### src/rtl/rasterizer_mem_arbiter_pkg.sv
// Shared types and constants for the rasterizer SDRAM arbiter.
package rasterizer_pkg;

   typedef enum logic {
      ARB_IDLE = 1'b0,
      ARB_HOLD = 1'b1
   } arb_state_t;

   typedef logic port_id_t;

   localparam port_id_t PORT_FETCH = 1'b0;
   localparam port_id_t PORT_WB    = 1'b1;

   // With two ports the round-robin successor is simply the other port.
   function automatic port_id_t other_port(input port_id_t p);
      return ~p;
   endfunction

endpackage

### src/rtl/rasterizer_mem_arbiter_tag_fifo.sv
// In-order tag FIFO: remembers which port issued each outstanding read.
module arb_tag_fifo
   import rasterizer_pkg::*;
#(
   parameter int DEPTH = 8
) (
   input  logic     clock,
   input  logic     reset,
   input  logic     push,
   input  logic     pop,
   input  port_id_t din,
   output logic     full,
   output logic     empty,
   output port_id_t head
);

   localparam int PW = $clog2(DEPTH);
   localparam int CW = PW + 1;

   logic [PW-1:0] wr_ptr;
   logic [PW-1:0] rd_ptr;
   logic [CW-1:0] count;
   port_id_t      mem [DEPTH];
   logic          do_push;
   logic          do_pop;

   assign full    = (count == CW'(DEPTH));
   assign empty   = (count == '0);
   assign head    = mem[rd_ptr];
   assign do_push = push && !full;
   assign do_pop  = pop && !empty;

   // Pointers wrap naturally because DEPTH is a power of two; count tracks occupancy.
   always_ff @(posedge clock) begin
      if (!reset) begin
         wr_ptr <= '0;
         rd_ptr <= '0;
         count  <= '0;
      end else begin
         if (do_push) wr_ptr <= wr_ptr + PW'(1);
         if (do_pop)  rd_ptr <= rd_ptr + PW'(1);
         case ({do_push, do_pop})
            2'b10:   count <= count + CW'(1);
            2'b01:   count <= count - CW'(1);
            default: count <= count;
         endcase
      end
   end

   // Tag storage carries no control meaning when empty, so it is not reset.
   always_ff @(posedge clock) begin
      if (do_push) mem[wr_ptr] <= din;
   end

endmodule

### src/rtl/rasterizer_mem_arbiter.sv
// Round-robin arbiter sharing the SDRAM master between depth fetch (p0) and write-back (p1).
module rasterizer_mem_arbiter
   import rasterizer_pkg::*;
#(
   parameter int ADDR_W          = 26,
   parameter int MAX_OUTSTANDING = 8
) (
   input  logic              clock,
   input  logic              reset,
   input  logic [ADDR_W-1:0] p0_address,
   input  logic              p0_read,
   input  logic              p0_write,
   input  logic [31:0]       p0_writedata,
   input  logic [3:0]        p0_byteenable,
   output logic              p0_waitrequest,
   output logic [31:0]       p0_readdata,
   output logic              p0_readdatavalid,
   input  logic [ADDR_W-1:0] p1_address,
   input  logic              p1_read,
   input  logic              p1_write,
   input  logic [31:0]       p1_writedata,
   input  logic [3:0]        p1_byteenable,
   output logic              p1_waitrequest,
   output logic [31:0]       p1_readdata,
   output logic              p1_readdatavalid,
   output logic [ADDR_W-1:0] master_address,
   output logic              master_read,
   output logic              master_write,
   output logic [31:0]       master_writedata,
   output logic [3:0]        master_byteenable,
   input  logic [31:0]       master_readdata,
   input  logic              master_readdatavalid,
   input  logic              master_waitrequest,
   output logic              err_orphan
);

   arb_state_t state, state_nxt;
   port_id_t   grant, grant_nxt;
   port_id_t   rr_ptr, rr_nxt;
   logic       fifo_full, fifo_empty, fifo_push, fifo_pop;
   port_id_t   fifo_head;
   logic       elig0, elig1;

   logic [ADDR_W-1:0] sel_address;
   logic              sel_read, sel_write;
   logic [31:0]       sel_writedata;
   logic [3:0]        sel_byteenable;

   // A read is only eligible while there is a tag slot for its return.
   assign elig0 = p0_write || (p0_read && !fifo_full);
   assign elig1 = p1_write || (p1_read && !fifo_full);

   assign sel_address    = (grant == PORT_WB) ? p1_address    : p0_address;
   assign sel_read       = (grant == PORT_WB) ? p1_read       : p0_read;
   assign sel_write      = (grant == PORT_WB) ? p1_write      : p0_write;
   assign sel_writedata  = (grant == PORT_WB) ? p1_writedata  : p0_writedata;
   assign sel_byteenable = (grant == PORT_WB) ? p1_byteenable : p0_byteenable;

   // Returns are steered by the oldest tag; data fans out to both ports untouched.
   assign fifo_pop         = master_readdatavalid && !fifo_empty;
   assign p0_readdatavalid = fifo_pop && (fifo_head == PORT_FETCH);
   assign p1_readdatavalid = fifo_pop && (fifo_head == PORT_WB);
   assign p0_readdata      = master_readdata;
   assign p1_readdata      = master_readdata;

   // Next-state, grant decision and master/port muxing.
   always_comb begin
      state_nxt         = state;
      grant_nxt         = grant;
      rr_nxt            = rr_ptr;
      fifo_push         = 1'b0;
      master_address    = '0;
      master_read       = 1'b0;
      master_write      = 1'b0;
      master_writedata  = '0;
      master_byteenable = 4'b1111;
      p0_waitrequest    = 1'b1;
      p1_waitrequest    = 1'b1;
      case (state)
         ARB_IDLE: begin
            if (elig0 && elig1) begin
               grant_nxt = rr_ptr;
               state_nxt = ARB_HOLD;
            end else if (elig0) begin
               grant_nxt = PORT_FETCH;
               state_nxt = ARB_HOLD;
            end else if (elig1) begin
               grant_nxt = PORT_WB;
               state_nxt = ARB_HOLD;
            end
         end
         ARB_HOLD: begin
            master_address    = sel_address;
            master_read       = sel_read;
            master_write      = sel_write;
            master_writedata  = sel_writedata;
            master_byteenable = sel_byteenable;
            if (grant == PORT_WB) p1_waitrequest = master_waitrequest;
            else                  p0_waitrequest = master_waitrequest;
            if (!(sel_read || sel_write)) begin
               // Requester withdrew its command: abandon the grant quietly.
               state_nxt = ARB_IDLE;
            end else if (!master_waitrequest) begin
               fifo_push = sel_read;
               rr_nxt    = other_port(grant);
               state_nxt = ARB_IDLE;
            end
         end
         default: state_nxt = ARB_IDLE;
      endcase
   end

   // Control registers; the orphan flag is sticky until reset.
   always_ff @(posedge clock) begin
      if (!reset) begin
         state      <= ARB_IDLE;
         grant      <= PORT_FETCH;
         rr_ptr     <= PORT_FETCH;
         err_orphan <= 1'b0;
      end else begin
         state      <= state_nxt;
         grant      <= grant_nxt;
         rr_ptr     <= rr_nxt;
         err_orphan <= err_orphan || (master_readdatavalid && fifo_empty);
      end
   end

   arb_tag_fifo #(
      .DEPTH (MAX_OUTSTANDING)
   ) u_tag_fifo (
      .clock (clock),
      .reset (reset),
      .push  (fifo_push),
      .pop   (fifo_pop),
      .din   (grant),
      .full  (fifo_full),
      .empty (fifo_empty),
      .head  (fifo_head)
   );

endmodule

### config.mk
export PLATFORM = sky130hd
export DESIGN_NAME = rasterizer_mem_arbiter
export DESIGN_NICKNAME = d
export VERILOG_FILES = /design/src/rtl/rasterizer_mem_arbiter_pkg.sv /design/src/rtl/rasterizer_mem_arbiter_tag_fifo.sv /design/src/rtl/rasterizer_mem_arbiter.sv
export SDC_FILE = /design/constraint.sdc
export NUM_CORES = 1
export LEC_CHECK = 0
export BUFFER_PORTS_ARGS = -buffer_cell sky130_fd_sc_hd__buf_2
export CAP_MARGIN = 20
export CORE_AREA = 2 2 116 118
export CTS_BUF_LIST = sky130_fd_sc_hd__clkbuf_4 sky130_fd_sc_hd__clkbuf_8
export DETAILED_ROUTE_END_ITERATION = 7
export DIE_AREA = 0 0 118 120
export GPL_ROUTABILITY_DRIVEN = 0
export PLACE_DENSITY = 0.55
export SLEW_MARGIN = 20
export SYNTH_ARGS = -nofsm -noshare
export SYNTH_HDL_FRONTEND = slang
export SYNTH_SLANG_ARGS = --single-unit
### constraint.sdc
create_clock -name clock -period 3.4 [get_ports clock]
set_clock_uncertainty 0.15 [all_clocks]
set_input_delay 0.51 -clock clock [delete_from_list [all_inputs] [get_ports clock]]
set_output_delay 0.51 -clock clock [all_outputs]
set_load 0.02 [all_outputs]
==> results of run 1 <==
path summary, 6_finish.rpt:
kind | to
worst max register to register | u_tag_fifo.count[2]
worst min-delay path | err_orphan
worst min register to register | err_orphan
worst max-delay path | master_writedata[7]
cells by family (layout without fill, tap and decap cells):
family	Yosys count	after routing	synth area share
AND/OR/NAND/NOR	111	111	0.192
buffers and inverters	86	211	0.223
multiplexers	69	69	0.273
flip-flops	25	25	0.221
AO/OA/AOI/OAI	19	19	0.0472
XOR/XNOR	6	6	0.0200
adder cells (fa/ha/maj)	5	5	0.0239
other	0	2	0
per-stage QoR:
step	instance area (µm²)	setup slack, ns	instances	util
5_1_grt	3350	0.333	622	0.258
4_1_cts	3350	0.457	622	0.258
3_5_place_dp	3300	0.624	618	0.254
2_1_floorplan	2620	0.941	321	-
6_report	3350	0.543	624	0.258
3_3_place_gp	3300	0.650	618	0.254
cells in the final DEF, fill, tap and decap left out, types with 2 or more instances in the layout:
master and count:
a21oi_1 8, buf_2 200, buf_4 2, clkbuf_8 3, dfxtp_1 16, diode_2 2
edfxtp_1 8, ha_1 5, inv_1 2, inv_2 3, mux2i_1 67, mux4_2 2
nand2_1 14, nand2b_1 6, nor2_1 73, nor3_1 4, nor4_1 2, o21ai_0 4
or3_1 4, xnor2_1 2, xor2_1 4
worst min-delay path: cells and delay by family:
family | cells | cell delay [ns]
buf+inv | 1 | 0.09
simple gates | 1 | 0.07
compound gates | 1 | 0.05
power by group:
part,internal [mW],switching [mW],total [mW]
clock network,0.0860,0.102,0.188
logic,0.240,0.300,0.540
registers,0.337,0.0491,0.387
per-layer routing:
metal  up-vias  part of all wire
met3        12             0.074
met5         -                 0
met4         0             0.011
met2       151              0.51
li1       1265                 -
met1      1147              0.41
final cells by class:
class,count,area [µm²],share of cell area
diodes,2,5.00,0.00149
inverters,5,18.8,0.00560
flip-flops and latches,25,584,0.174
clock inverters,1,8.76,0.00261
repair buffers,202,1020,0.303
multi-input cells,210,1460,0.435
well taps,176,220,0.0657
clock buffers,3,41.3,0.0123
==> flow_summary.yaml, run 1 <==
clocking:
  htreeDepth: 1
  root_buffer: "clkbuf_8"
  clockBufferDepth: 2
  numCtsBuffers: 3
  clk_pin_slew_worst_paths_ns: 0.10
  ctsResizeCount: 0
  clock-sinks: 25
  clk_latency_ns: 0.28
  cts_tree: "done"
  hold_buffers: 0
  cts_post_setup_buffers_inserted: 0
synth:
  synthTopCellsByArea: "mux2i_1, buf_4, dfxtp_1"
  async_flop_share: 0
  ys_seq_area_frac: 0.221
  syn_nets: 490
  yosysWarnings: 0
  synth_edf_count: 8
  post-synth-top-count-cell: "nor2_1"
  synthFlopType: "dfxtp_1"
  yosysTopAreaCellShare: 0.256
  yosysUniqueCellTypes: 36
  synthCells: 321
  yosys_register_bits: 25
  synth_top_cell_by_area: "mux2i_1"
  avgSynthCellArea_um2: 8.17
  syn-cell-area_um2: 2620
  synthTopCellsByCount: "nor2_1, mux2i_1, buf_4"
sta:
  post-route-min-period_ns: 2.86
  finalCritPeriodShare: 0.840
  setup_tns_ns: 0
  relSlewSlack: 0.521
  hold_ws_ns: 0.323
  final_hold_viol_count: 0
  drv_slew: 0
  rsz0062_at_grt: "false"
  worst_slew_pin_slew_ns: 0.719
  final-setup-viol-count: 0
  fmax_ghz: 0.350
setup_path:
  cp_num_buf_inv: 2
  slowest_stage: "buf_4"
  cp-start-kind: "flop"
  setup.worst_path.class: "flop to output port"
  crit_chain: "buf_4 -> mux2i_1 -> nor2_1 -> buf_2"
  crit_cells: 4
  startpoint: "grant"
  cp.required_ns: 2.74
  r2r_start: "grant"
  max_stage_delay_ns: 0.66
  cp-end-kind: "output port"
  r2r_slack_ns: 0.61
  cp_top_family: "buffers and inverters"
  cp.arrival_ns: 2.20
  critPathMaxFanout: 44
  ff2ff_path_depth: 10
global_route:
  grt_util_met2: 0.217
  grt_use_total: 0.124
  grt-ovfl-total: 0
  grt_max_degree: 45
  grtUsageMet1: 0.154
  grt_pass1_wl_um: 13800
  met3_usage: 0.0295
  top_usage_layer: "met2"
  grt_pass1_vias: 2454
  antenna_found_initial: 0
layout:
  areaGrowthSynthToFinish_pct: 27.8
  final_layout_size_suffix_gt1_frac: 0.491
  final_nets: 616
  nFillCells: 1457
floorplan:
  die_w_um: 118
  dieArea_um2: 14200
  ios: 297
  core_area_um2: 13000
  std_cell_rows: 42
  start_util: 0.202
  die_h_um: 120
placed_design:
  dp_hpwl_um: 8230
  io_buffers: 200
detailed_routing:
  wl_um: 9590
  drcViolationCount: 0
  dr.pass1.iters: 5
  wl_per_cell_um: 15.4
  via_per_inst: 4.13
  ant_nets: 0
  via_count: 2575
  drt_iter0_markers: 101
hold_path:
  hold_path.class: "input port to flop"
  worst_hold_startpoint: "master_readdatavalid"
  holdPathStages: 3
power:
  p_leak_nw: 1.58
  powerDensity_nw_per_um2: 332
  vdd_ir_drop_max_mv: 0.155
  finalPower_mw: 1.11
outcome:
  status: "complete, no violations"
job:
  cap_violations: 0
(Power assumes the default switching activity.)
==> run 2, diff against run 1 <==
--- a/config.mk
+++ b/config.mk
@@ -7,12 +7,12 @@
 export LEC_CHECK = 0
 export BUFFER_PORTS_ARGS = -buffer_cell sky130_fd_sc_hd__buf_2
 export CAP_MARGIN = 20
-export CORE_AREA = 2 2 116 118
+export CORE_AREA = 2 2 115 117
 export CTS_BUF_LIST = sky130_fd_sc_hd__clkbuf_4 sky130_fd_sc_hd__clkbuf_8
 export DETAILED_ROUTE_END_ITERATION = 7
-export DIE_AREA = 0 0 118 120
+export DIE_AREA = 0 0 117 119
 export GPL_ROUTABILITY_DRIVEN = 0
-export PLACE_DENSITY = 0.55
+export PLACE_DENSITY = 0.58
 export SLEW_MARGIN = 20
 export SYNTH_ARGS = -nofsm -noshare
 export SYNTH_HDL_FRONTEND = slang
==> constraint.sdc (replaced) <==
create_clock -name clock -period 2.3 [get_ports clock]
set_clock_uncertainty 0.15 [all_clocks]
set_input_delay 0.345 -clock clock [delete_from_list [all_inputs] [get_ports clock]]
set_output_delay 0.345 -clock clock [all_outputs]
set_load 0.02 [all_outputs]
==> run 2 against run 1 <==
Against the previous run: worst hold slack worse by 0.12 ns; die area shrank 1.7%; setup slack got worse by 0.50 ns; core utilization increased by 1.8 points.
==> flow_summary.yaml, run 2 (synthesis results as in run 1) <==
clocking:
  cts_tree: "done"
  clockBufferDepth: 2
  clk_pin_slew_worst_paths_ns: 0.09
  htreeDepth: 1
  hold_buffers: 0
  root_buffer: "clkbuf_8"
  clock-sinks: 25
  numCtsBuffers: 3
  clk_latency_ns: 0.26
detailed_routing:
  drt_iter0_markers: 82
  wl_per_cell_um: 14.4
  via_per_inst: 4.15
  ant_nets: 0
  dr.pass1.iters: 4
  drcViolationCount: 0
  via_count: 2653
  wl_um: 9200
sta:
  hold_ws_ns: 0.204
  relSlewSlack: 0.676
  fmax_ghz: 0.442
  setup_tns_ns: 0
  final-setup-viol-count: 0
  drv_slew: 0
  finalCritPeriodShare: 0.983
  post-route-min-period_ns: 2.26
  final_hold_viol_count: 0
  worst_slack_ns: 0.0391
  worst_slew_pin_slew_ns: 0.485
  rsz0062_at_grt: "true"
global_route:
  antenna_found_initial: 6
  grt_pass1_vias: 2520
  grt-ovfl-total: 0
  grt_max_degree: 78
  grt_pass1_wl_um: 13100
  grt_use_total: 0.120
layout:
  ff_latch_area_um2: 591
  utilization: 0.276
  multi_input_area_um2: 1530
  final_cell_mix: "buf_2, nor2_1, mux2i_1"
  mostFrequentLayoutCell: "buf_2"
  nFillCells: 1387
  final_area_um2: 3560
  final_nets: 629
  fin_cells: 640
  final_layout_size_suffix_gt1_frac: 0.534
  areaGrowthSynthToFinish_pct: 35.7
setup_path:
  cp-end-kind: "flop"
  critPathMaxFanout: 4
  cp.arrival_ns: 2.31
  cp.required_ns: 2.35
  cp-start-kind: "flop"
  setup.worst_path.class: "flop to flop"
floorplan:
  die_h_um: 119
  core_area_um2: 12900
  ios: 297
  std_cell_rows: 42
  dieArea_um2: 13900
  die_w_um: 117
  start_util: 0.204
outcome:
  status: "complete, no violations"
power:
  vdd_ir_drop_max_mv: 0.226
  swShare: 0.388
  p_comb_frac: 0.540
  power_frac_seq: 0.310
  finalPower_mw: 1.79
  p_leak_nw: 1.68
  p_int_mw: 1.09
  powerDensity_nw_per_um2: 502
  switching_power_mw: 0.695
  p_clk_frac: 0.149
placed_design:
  dpl_cell_area_um2: 3430
  dp_hpwl_um: 7980
  dp_cells: 630
  pre_cts_ws_ns: -0.0653
  io_buffers: 200
job:
  cap_violations: 0
hold_path:
  hold_path.class: "input port to flop"
==> run 2: changes by cell type in the layout (fill, tap and decap cells not counted), sizes merged <==
cell	before	now
diode	2	5
buf	202	215
==> run 2: critical path, stage by stage, from the launching register on <==
cell and delay, ns:
dfxtp_4 0.37, nor4_4 0.29, nand2b_4 0.19, inv_4 0.04, ha_4 0.15, xor2_1 0.14
ha_2 0.21, a21oi_2 0.04, xor2_1 0.15, or3_1 0.33, a21oi_2 0.13
==> run 2: cell type report <==
type	count	share of cell area
Antenna cell	5	0.00352
Tap cell	176	0.0619
Sequential cell	25	0.166
Timing Repair Buffer	215	0.320
Clock inverter	1	0.00246
Inverter	5	0.00598
Multi-Input combinational cell	210	0.429
Clock buffer	3	0.0116
==> run 2: worst paths after layout <==
check / start / end / slack, ns / cells after the start
worst max register to register: u_tag_fifo.count[0] / u_tag_fifo.count[2] / 0.04 / 10
worst max-delay path: u_tag_fifo.count[0] / u_tag_fifo.count[2] / 0.04 / 10
worst min-delay path: master_readdatavalid / err_orphan / 0.20 / 3
worst min register to register: err_orphan / err_orphan / 0.32 / 2
==> run 2: what timing repair did <==
item	4_1_cts	5_1_grt
pin swaps	1	1
setup buffers	1	0
endpoints found under the setup margin	1	3
gates resized for setup	4	10
==> run 2: power groups by stage <==
| stage | registers, mW | clock network, mW | logic [mW] |
|---|---|---|---|
| 2_1_floorplan | 0.554 | 0 | 0.724 |
| 3_3_place_gp | 0.553 | 0 | 0.887 |
| 3_5_place_dp | 0.555 | 0 | 0.910 |
| 4_1_cts | 0.553 | 0.281 | 0.946 |
| 5_1_grt | 0.561 | 0.291 | 1.06 |
| 6_report | 0.555 | 0.267 | 0.966 |
==> run 2: layer usage <==
metal  wire [µm]  global-route usage  up-vias
li1            -                   -     1301
met1        3590               0.142     1192
met2        4500               0.212      144
met4          58              0.0132        4
met3        1030              0.0453       12
met5          21                   0        -
